**config.mk**
```make
export PLATFORM = sky130hd
export DESIGN_NAME = grf_wb_arbiter
export DESIGN_NICKNAME = d
export VERILOG_FILES = /design/src/rtl/mips_wb_pkg.sv /design/src/rtl/wb_load_ext.sv /design/src/rtl/grf_wb_arbiter.sv
export SDC_FILE = /design/constraint.sdc
export NUM_CORES = 1
export LEC_CHECK = 0
export BUFFER_PORTS_ARGS = -buffer_cell sky130_fd_sc_hd__clkbuf_2
export CORE_MARGIN = 3
export CORE_UTILIZATION = 48
export DETAILED_ROUTE_END_ITERATION = 7
export GPL_TIMING_DRIVEN = 0
export HOLD_SLACK_MARGIN = 0.15
export PLACE_DENSITY = 0.73
export SLEW_MARGIN = 25
export SYNTH_ARGS = -nofsm -noshare
export SYNTH_HDL_FRONTEND = slang
export SYNTH_HIERARCHICAL = 1
export SYNTH_SLANG_ARGS = --single-unit
```
**constraint.sdc**
```tcl
create_clock -name clk -period 4.87 [get_ports clk]
set_input_delay 0.487 -clock clk [delete_from_list [all_inputs] [get_ports clk]]
set_output_delay 0.487 -clock clk [all_outputs]
set_load 0.05 [all_outputs]
```
**src/rtl/mips_wb_pkg.sv**
```systemverilog
// Shared writeback-stage constants and the register-file write request type.
// Imported by the load extender and the writeback arbiter.
package mips_wb_pkg;

    localparam logic [2:0] LD_W  = 3'd0;
    localparam logic [2:0] LD_B  = 3'd1;
    localparam logic [2:0] LD_BU = 3'd2;
    localparam logic [2:0] LD_H  = 3'd3;
    localparam logic [2:0] LD_HU = 3'd4;

    localparam logic [1:0] WD_ALU  = 2'd0;
    localparam logic [1:0] WD_MEM  = 2'd1;
    localparam logic [1:0] WD_LINK = 2'd2;

    typedef struct packed {
        logic [4:0]  wa;
        logic [31:0] wd;
        logic [31:0] pc;
    } wb_req_t;

endpackage

```
**src/rtl/wb_load_ext.sv**
```systemverilog
// Little-endian load-data extraction and sign/zero extension.
// Unknown load types pass the whole word, as LW does.
module wb_load_ext
    import mips_wb_pkg::*;
(
    input  logic [31:0] rdata,
    input  logic [2:0]  load_type,
    input  logic [1:0]  addr_lo,
    output logic [31:0] ext
);

    logic [7:0]  byte_sel;
    logic [15:0] half_sel;

    always_comb begin
        byte_sel = rdata[7:0];
        case (addr_lo)
            2'd0:    byte_sel = rdata[7:0];
            2'd1:    byte_sel = rdata[15:8];
            2'd2:    byte_sel = rdata[23:16];
            default: byte_sel = rdata[31:24];
        endcase
        half_sel = addr_lo[1] ? rdata[31:16] : rdata[15:0];
    end

    always_comb begin
        ext = rdata;
        case (load_type)
            LD_B:    ext = {{24{byte_sel[7]}}, byte_sel};
            LD_BU:   ext = {24'd0, byte_sel};
            LD_H:    ext = {{16{half_sel[15]}}, half_sel};
            LD_HU:   ext = {16'd0, half_sel};
            default: ext = rdata;
        endcase
    end

endmodule

```
**src/rtl/grf_wb_arbiter.sv**
```systemverilog
// Writeback stage: MEM/WB register, write-data select, and arbitration of the
// register-file write port against a one-entry multiply/divide result buffer.
// Optional WB_TRACE_EN prints every committed register write.
module grf_wb_arbiter
    import mips_wb_pkg::*;
#(
    parameter logic [31:0] RESET_PC    = 32'h0000_0000,
    parameter logic [31:0] PC_LINK_OFS = 32'd8
) (
    input  logic        clk,
    input  logic        reset,
    input  logic        flush_i,
    input  logic        m_valid,
    input  logic [31:0] m_pc,
    input  logic        m_reg_write,
    input  logic [4:0]  m_wa,
    input  logic [1:0]  m_wd_sel,
    input  logic [31:0] m_alu_res,
    input  logic [31:0] m_mem_rdata,
    input  logic [2:0]  m_load_type,
    input  logic [1:0]  m_addr_lo,
    input  logic        md_valid,
    output logic        md_ready,
    input  logic [4:0]  md_wa,
    input  logic [31:0] md_wd,
    input  logic [31:0] md_pc,
    output logic        grf_we,
    output logic [4:0]  grf_wa,
    output logic [31:0] grf_wd,
    output logic [31:0] grf_pc
);

    logic [31:0] load_ext;
    logic [31:0] m_wd;

    logic        wb_valid;
    logic        wb_reg_write;
    wb_req_t     wb_req;

    logic        buf_full;
    wb_req_t     buf_req;

    logic        pipe_elig;
    logic        drain;
    logic        md_accept;

    wb_load_ext u_load_ext (
        .rdata     (m_mem_rdata),
        .load_type (m_load_type),
        .addr_lo   (m_addr_lo),
        .ext       (load_ext)
    );

    always_comb begin
        m_wd = m_alu_res;
        case (m_wd_sel)
            WD_MEM:  m_wd = load_ext;
            WD_LINK: m_wd = m_pc + PC_LINK_OFS;
            default: m_wd = m_alu_res;
        endcase
    end

    // Bubbles still capture the fields; wb_valid alone decides eligibility.
    always_ff @(posedge clk) begin
        if (reset) begin
            wb_valid     <= 1'b0;
            wb_reg_write <= 1'b0;
            wb_req       <= '{wa: 5'd0, wd: 32'd0, pc: RESET_PC};
        end else begin
            wb_valid     <= m_valid && !flush_i;
            wb_reg_write <= m_reg_write;
            wb_req       <= '{wa: m_wa, wd: m_wd, pc: m_pc};
        end
    end

    assign pipe_elig = wb_valid && wb_reg_write && (wb_req.wa != 5'd0);
    assign drain     = !reset && !pipe_elig && buf_full;
    assign md_ready  = !reset && (!buf_full || drain);
    assign md_accept = md_valid && md_ready;

    always_ff @(posedge clk) begin
        if (reset) begin
            buf_full <= 1'b0;
            buf_req  <= '{wa: 5'd0, wd: 32'd0, pc: RESET_PC};
        end else if (md_accept) begin
            buf_full <= 1'b1;
            buf_req  <= '{wa: md_wa, wd: md_wd, pc: md_pc};
        end else if (drain) begin
            buf_full <= 1'b0;
        end
    end

    // Outputs are forced idle while reset is high so a pending buffer entry
    // can never be committed in the reset cycle.
    always_comb begin
        grf_we = 1'b0;
        grf_wa = 5'd0;
        grf_wd = 32'd0;
        grf_pc = RESET_PC;
        if (!reset) begin
            if (pipe_elig) begin
                grf_we = 1'b1;
                grf_wa = wb_req.wa;
                grf_wd = wb_req.wd;
                grf_pc = wb_req.pc;
            end else if (buf_full) begin
                grf_we = (buf_req.wa != 5'd0);
                grf_wa = buf_req.wa;
                grf_wd = buf_req.wd;
                grf_pc = buf_req.pc;
            end
        end
    end

`ifdef WB_TRACE_EN
    always_ff @(posedge clk) begin
        if (grf_we) begin
            $display("@%08h: $%02d <= %08h", grf_pc, grf_wa, grf_wd);
        end
    end
`endif

endmodule

```
==> flow_metrics.tcl, run 1 <==
set metrics [dict create \
    maxSlewHeadroom_pct 43.8 \
    reg2reg_from "wb_req[64]$_SDFF_PP0_" \
    report.final.slew_viol_count 0 \
    max_slew.worst_pin.slew_ns 0.840 \
    yosysMostFrequentCell "dfxtp_1" \
    synth_async_sr_flop_share_pct 0 \
    drv_cap 0 \
    syn_to_final_growth_pct 26.2 \
    cts_max_path_buffers 2 \
    grt_pass1_wl_um 46100 \
    grt_setup_unrepaired "no" \
    post-route-drc-count 0 \
    p_leak_nw 4.44 \
    synth_cell_types 62 \
    p_per_area_nw_per_um2 311 \
    yosys.area.top_type "dfxtp_1" \
    clk_latency_ns 0.42 \
    critical_path.top_delay_family "compound AO/OA/AOI/OAI gates" \
    synth_edf_count 0 \
    ir_drop_v 0.000274 \
    port_buffers 250 \
    critical_path_arrival_ns 3.31 \
    layout-drive-gt1-share_pct 23.8 \
    slowest_stage "o211ai_1" \
    top_layer "met4" \
    dr_wl_met3_um 2730 \
    place_inst 1529 \
    synth_area_sq_um 8090 \
    syn_inst 1063 \
    hp-class "primary input to flip-flop" \
    dr_wl_met2_um 14200 \
    cp.required_ns 4.38 \
    hp-start "flush_i" \
    final_nets 1518 \
    fin_skew_ns 0.00581 \
    place_congestion 0.956 \
    ctsResizeCount 0 \
    drt-total-wl_um 30200 \
    stdcell_count 1562 \
    ctsRootBufferMaster "clkbuf_16" \
    grt_max_degree 17 \
    die_h_um 136 \
    drt_first_pass_iters 6 \
    clkTransAtPathRegs_ns 0.06 \
    multiInputGateArea_sq_um 4400 \
    dieWidth_um 136 \
    nFillCells 1486 \
    crit_path_cell_trace "or4_1 -> o211ai_1 -> clkbuf_1 -> nand3_1 -> a21oi_1 -> clkbuf_2" \
    hold_ws_ns 0.222 \
    setup_viol 0 \
    avgSynthCellArea_sq_um 7.61 \
    overflow 0 \
    cts_tree "yes" \
    start_kind "flip-flop" \
    synth_area_leaders "dfxtp_1 35%, a21oi_1 6.6%, nand3b_1 6.4%" \
    syn_nets 1249 \
    min_period_over_period_pct 78.0 \
    track_usage_pct 32.2 \
    worst_path_largest_cell_delay_ns 0.70 \
    synth_top_cells_by_count "141 x dfxtp_1, 107 x a21oi_1, 92 x inv_1, 87 x nand2_1, 80 x nand3_1" \
    end_kind "output port" \
    clock_sinks 141 \
    netlist.area_leader.share_pct 34.9 \
    num_rows 46 \
    fmax_mhz 263 \
    crit_buf_inv 2 \
    synth-seq-cells 141 \
    antenna_left 0 \
    fin_setup_tns_ns 0 \
    hold_viol 0 \
    grt_pass1_vias 8540 \
    cts_hold_buf 0 \
    wl_met1_um 12300 \
    avgViaCountPerCell 5.81 \
    path_max_fanout 10 \
    coreArea_sq_um 16200 \
    layout_min_cycle_time_ns 3.80 \
    num_vias 9077 \
    final_util_pct 63.1 \
    cts_setup_buffers 0 \
    status "finished, final reports clean" \
    numCtsBuffers 17 \
    regArea_sq_um 2820 \
    io_pins 254 \
    antenna_found_initial 1 \
    dominantRegCellSynth "dfxtp_1" \
    dp.final_hpwl_um 23300 \
    ys_seq_area_share_pct 34.9 \
    yosysWarnings 6 \
    crit_path_start "wb_req[64]$_SDFF_PP0_" \
    avgRoutedWirePerCell_um 19.3 \
    start_util_pct 50.0 \
    drt_iter0_markers 1088 \
    ctsHtreeMaxLevel 4 \
    path_class "flip-flop to output port" \
    die-area_sq_um 18400 \
]
[cells by family (layout without fill, tap and decap cells)]
group           count (synthesis)  after routing  synth area share (%)
simple gates                  379            379                  25.7
buf+inv                       189            471                  10.7
other cells                     0              1                     0
flops                         141            141                  34.9
mux                            10             10                  2.37
compound gates                320            320                  23.6
xor+xnor                       21             21                  2.27
fa+ha+maj                       3              3                 0.464
[flip-flops by register name (all words and copies together), names as in the netlist]
name	cells
buf_full	1
buf_req	69
wb_reg_write	1
wb_req	69
wb_valid	1
[report_power, final]
| group | internal [W] | switching, W | total [W] |
|---|---|---|---|
| logic | 0.000226 | 0.000364 | 0.000590 |
| clock network | 0.000808 | 0.000507 | 0.00131 |
| registers | 0.00124 | 0.0000381 | 0.00128 |
| total | 0.00227 | 0.000909 | 0.00318 |
[cell usage in the layout (no fill, tap or decap), types with 4 or more instances in the layout]
| master | synthesis | routed |
|---|---|---|
| a21o_1 | 6 | 6 |
| a21oi_1 | 107 | 107 |
| a221o_1 | 7 | 7 |
| a221oi_1 | 18 | 18 |
| a22o_1 | 6 | 6 |
| a22oi_1 | 20 | 20 |
| a31oi_1 | 4 | 4 |
| and3b_1 | 4 | 4 |
| buf_2 | 7 | 7 |
| buf_6 | 18 | 18 |
| clkbuf_1 | 65 | 67 |
| clkbuf_16 | 0 | 17 |
| clkbuf_2 | 1 | 251 |
| clkbuf_8 | 0 | 4 |
| dfxtp_1 | 141 | 141 |
| inv_1 | 92 | 92 |
| mux4_2 | 6 | 6 |
| nand2_1 | 87 | 87 |
| nand3_1 | 80 | 80 |
| nand3b_1 | 69 | 69 |
| nand4_1 | 12 | 12 |
| nor2_1 | 37 | 37 |
| nor2b_1 | 45 | 45 |
| nor3_1 | 17 | 17 |
| nor4_1 | 4 | 4 |
| o21ai_0 | 47 | 47 |
| o21ai_1 | 71 | 71 |
| o221ai_1 | 9 | 9 |
| o22ai_1 | 6 | 6 |
| xnor2_1 | 4 | 4 |
| xor2_1 | 17 | 17 |
[area by class of cell]
cell class	instances	area share (%)
Tap cell	216	2.65
Clock inverter	9	1.08
Multi-Input combinational cell	733	43.1
Sequential cell	141	27.6
Timing Repair Buffer	250	12.3
Buffer	96	5.06
Antenna cell	1	0.0245
Clock buffer	23	4.78
Inverter	93	3.42
[metrics by stage]
stage | area, sq um | total power (W) | worst slack (ns)
floorplan | 8090 | 0.00164 | 2.00
global route | 10200 | 0.00328 | 1.05
CTS | 10200 | 0.00317 | 1.15
global placement | 9610 | 0.00186 | 1.60
detailed placement | 9610 | 0.00187 | 1.63
finish | 10200 | 0.00318 | 1.07
[path summary, 6_finish.rpt]
path	slack, ns	cells after the start	to
min	0.22	2	wb_valid$_SDFF_PP0_
max	1.07	6	grf_pc[1]
max reg2reg	2.66	6	buf_req[3]$_SDFFE_PP0P_
min reg2reg	0.48	2	buf_req[12]$_SDFFE_PP0P_
[layer usage]
layer | GRT usage, % | vias to the layer above
li1 | - | 4281
met1 | 42.5 | 4223
met2 | 53.2 | 509
met3 | 6.29 | 64
met4 | 10.4 | 0
met5 | 0 | -
[worst register-to-register path, stage by stage (launching register included)]
cell,delay (ns)
dfxtp_1,0.31
or4_1,0.54
o211a_1,0.22
buf_2,0.18
a211o_1,0.35
clkbuf_1,0.26
o21ai_0,0.26
Power figures use the tool's default switching activity.
==> run 2: changes to the inputs <==
--- a/config.mk
+++ b/config.mk
@@ -5,6 +5,7 @@
 export SDC_FILE = /design/constraint.sdc
 export NUM_CORES = 1
 export LEC_CHECK = 0
+export ABC_AREA = 1
 export BUFFER_PORTS_ARGS = -buffer_cell sky130_fd_sc_hd__clkbuf_2
 export CORE_MARGIN = 3
 export CORE_UTILIZATION = 48
==> constraint.sdc (replaced) <==
create_clock -name clk -period 3.9 [get_ports clk]
set_input_delay 0.39 -clock clk [delete_from_list [all_inputs] [get_ports clk]]
set_output_delay 0.39 -clock clk [all_outputs]
set_load 0.05 [all_outputs]
==> flow_metrics.tcl, run 2 <==
set metrics [dict create \
    drv_cap 0 \
    critical_path_arrival_ns 2.66 \
    yosys.area.top_type "dfxtp_1" \
    synth_async_sr_flop_share_pct 0 \
    cts_setup_buffers 0 \
    num_vias 9730 \
    drt-total-wl_um 30900 \
    overflow 0 \
    path_class "flip-flop to output port" \
    final_nets 1810 \
    layout_min_cycle_time_ns 3.05 \
    start_kind "flip-flop" \
    ir_drop_v 0.000318 \
    synth-seq-cells 141 \
    hold_ws_ns 0.159 \
    cts_max_path_buffers 2 \
    syn_inst 1352 \
    status "finished, final reports clean" \
    die-area_sq_um 18400 \
    avgRoutedWirePerCell_um 16.7 \
    place_congestion 0.977 \
    clock_sinks 141 \
    dominantRegCellSynth "dfxtp_1" \
    syn_nets 1538 \
    drt_first_pass_iters 5 \
    ctsHtreeMaxLevel 4 \
    fmax_mhz 328 \
    report.final.slew_viol_count 0 \
    setup_viol 0 \
    layout-drive-gt1-share_pct 19.2 \
    avgViaCountPerCell 5.25 \
    hold_viol 0 \
    antenna_left 0 \
    syn_to_final_growth_pct 26.6 \
    cts_tree "yes" \
    die_h_um 136 \
    cp.required_ns 3.51 \
    yosysWarnings 6 \
    grt_max_degree 17 \
    end_kind "output port" \
    grt_pass1_wl_um 46500 \
    antenna_cells 0 \
    final_util_pct 63.3 \
    top_regs "buf_req: 69 flops, wb_req: 69 flops" \
    path_max_fanout 10 \
    layout_common_cells "377 x nand2_1, 291 x nand3_1, 252 x clkbuf_2, 157 x nor2_1" \
    grt_pass1_vias 8932 \
    grt_setup_unrepaired "no" \
    dieWidth_um 136 \
    track_usage_pct 32.7 \
    min_period_over_period_pct 78.1 \
    coreArea_sq_um 16200 \
    io_pins 254 \
    fin_skew_ns 0.00648 \
    maxSlewHeadroom_pct 49.6 \
    ctsRootBufferMaster "clkbuf_16" \
    synth_top_cells_by_count "377 x nand2_1, 291 x nand3_1, 157 x nor2_1, 141 x dfxtp_1, 141 x inv_1" \
    synth_area_sq_um 8090 \
    avgSynthCellArea_sq_um 5.98 \
    max_slew.worst_pin.slew_ns 0.756 \
    start_util_pct 50.0 \
    fin_setup_tns_ns 0 \
    yosysMostFrequentCell "nand2_1" \
    drt_iter0_markers 815 \
    post-route-drc-count 0 \
    final_common_cell "nand2_1" \
    synth_edf_count 0 \
    p_leak_nw 5.45 \
    netlist.area_leader.share_pct 34.9 \
    clk_latency_ns 0.42 \
    numCtsBuffers 17 \
    p_per_area_nw_per_um2 389 \
    hp-class "primary input to flip-flop" \
    ys_seq_area_share_pct 34.9 \
    clkTransAtPathRegs_ns 0.06 \
    synth_cell_types 29 \
    synth_area_leaders "dfxtp_1 35%, nand3_1 18%, nand2_1 17%" \
    antenna_found_initial 1 \
    num_rows 46 \
    nFillCells 1600 \
    port_buffers 252 \
    dp.final_hpwl_um 24500 \
    pre_cts_slack_ns 1.23 \
    fin_ws_ns 0.854 \
]
==> run 2: per-stage QoR <==
step / area [sq um] / cells / total power [W]
after floorplan: 8090 / 1352 / 0.00204
after global placement: 9620 / 1820 / 0.00232
after detailed placement: 9620 / 1820 / 0.00232
after CTS: 10200 / 1852 / 0.00398
after global routing: 10200 / 1852 / 0.00414
final: 10200 / 1852 / 0.00398
==> run 2: cell families (layout without fill, tap and decap cells) <==
logic type | after synthesis | after routing | synth area share [%]
simple gates | 840 | 840 | 44.2
xor+xnor | 1 | 1 | 0.108
fa+ha+maj | 3 | 3 | 0.464
flops | 141 | 141 | 34.9
compound gates | 136 | 136 | 8.80
buf+inv | 231 | 515 | 11.5
==> run 2: path summary, 6_finish.rpt <==
check / from / end / slack, ns / cells past startpoint
min: m_wa[1] / wb_req[65]$_SDFF_PP0_ / 0.16 / 3
max: wb_req[68]$_SDFF_PP0_ / grf_pc[0] / 0.85 / 7
min reg2reg: buf_req[68]$_SDFFE_PP0P_ / buf_req[68]$_SDFFE_PP0P_ / 0.48 / 2
max reg2reg: wb_req[68]$_SDFF_PP0_ / buf_req[62]$_SDFFE_PP0P_ / 1.74 / 8
==> run 2: repair_timing <==
item                                   CTS  global route
resized for setup                        0             0
endpoints found under the hold margin    1             0
hold buffers                             1             0
==> run 2: per-layer routing <==
metal | up-vias | global-route usage [%] | wire [um]
met3 | 71 | 7.59 | 2800
met1 | 4338 | 43.4 | 13200
met5 | - | 0 | 18
met4 | 2 | 12.9 | 1080
li1 | 4850 | - | -
met2 | 469 | 51.6 | 13800
==> run 2: layout make-up <==
class                           instances  area [sq um]  share of cell area [%]
Buffer                                 90           402                    3.92
Clock buffer                           21           470                    4.59
Clock inverter                         10           138                    1.34
Inverter                              141           529                    5.17
Multi-Input combinational cell        980          4340                    42.4
Sequential cell                       141          2820                    27.6
Tap cell                              216           270                    2.64
Timing Repair Buffer                  253          1270                    12.4
==> run 2: worst max-delay path, stage by stage (launching register included) <==
cell	delay, ns
dfxtp_1	0.32
nor2_1	0.14
nand4_2	0.17
nand2_1	0.42
clkbuf_1	0.56
nand3_1	0.14
nand2_1	0.17
clkbuf_2	0.30
==> run 2: report_power, final <==
| group | leakage (nW) | internal, W | total (W) | switching, W |
|---|---|---|---|---|
| sequential | 1.17 | 0.00155 | 0.00158 | 0.0000321 |
| clock | 0.295 | 0.00105 | 0.00167 | 0.000618 |
| combinational | 3.99 | 0.000234 | 0.000733 | 0.000499 |
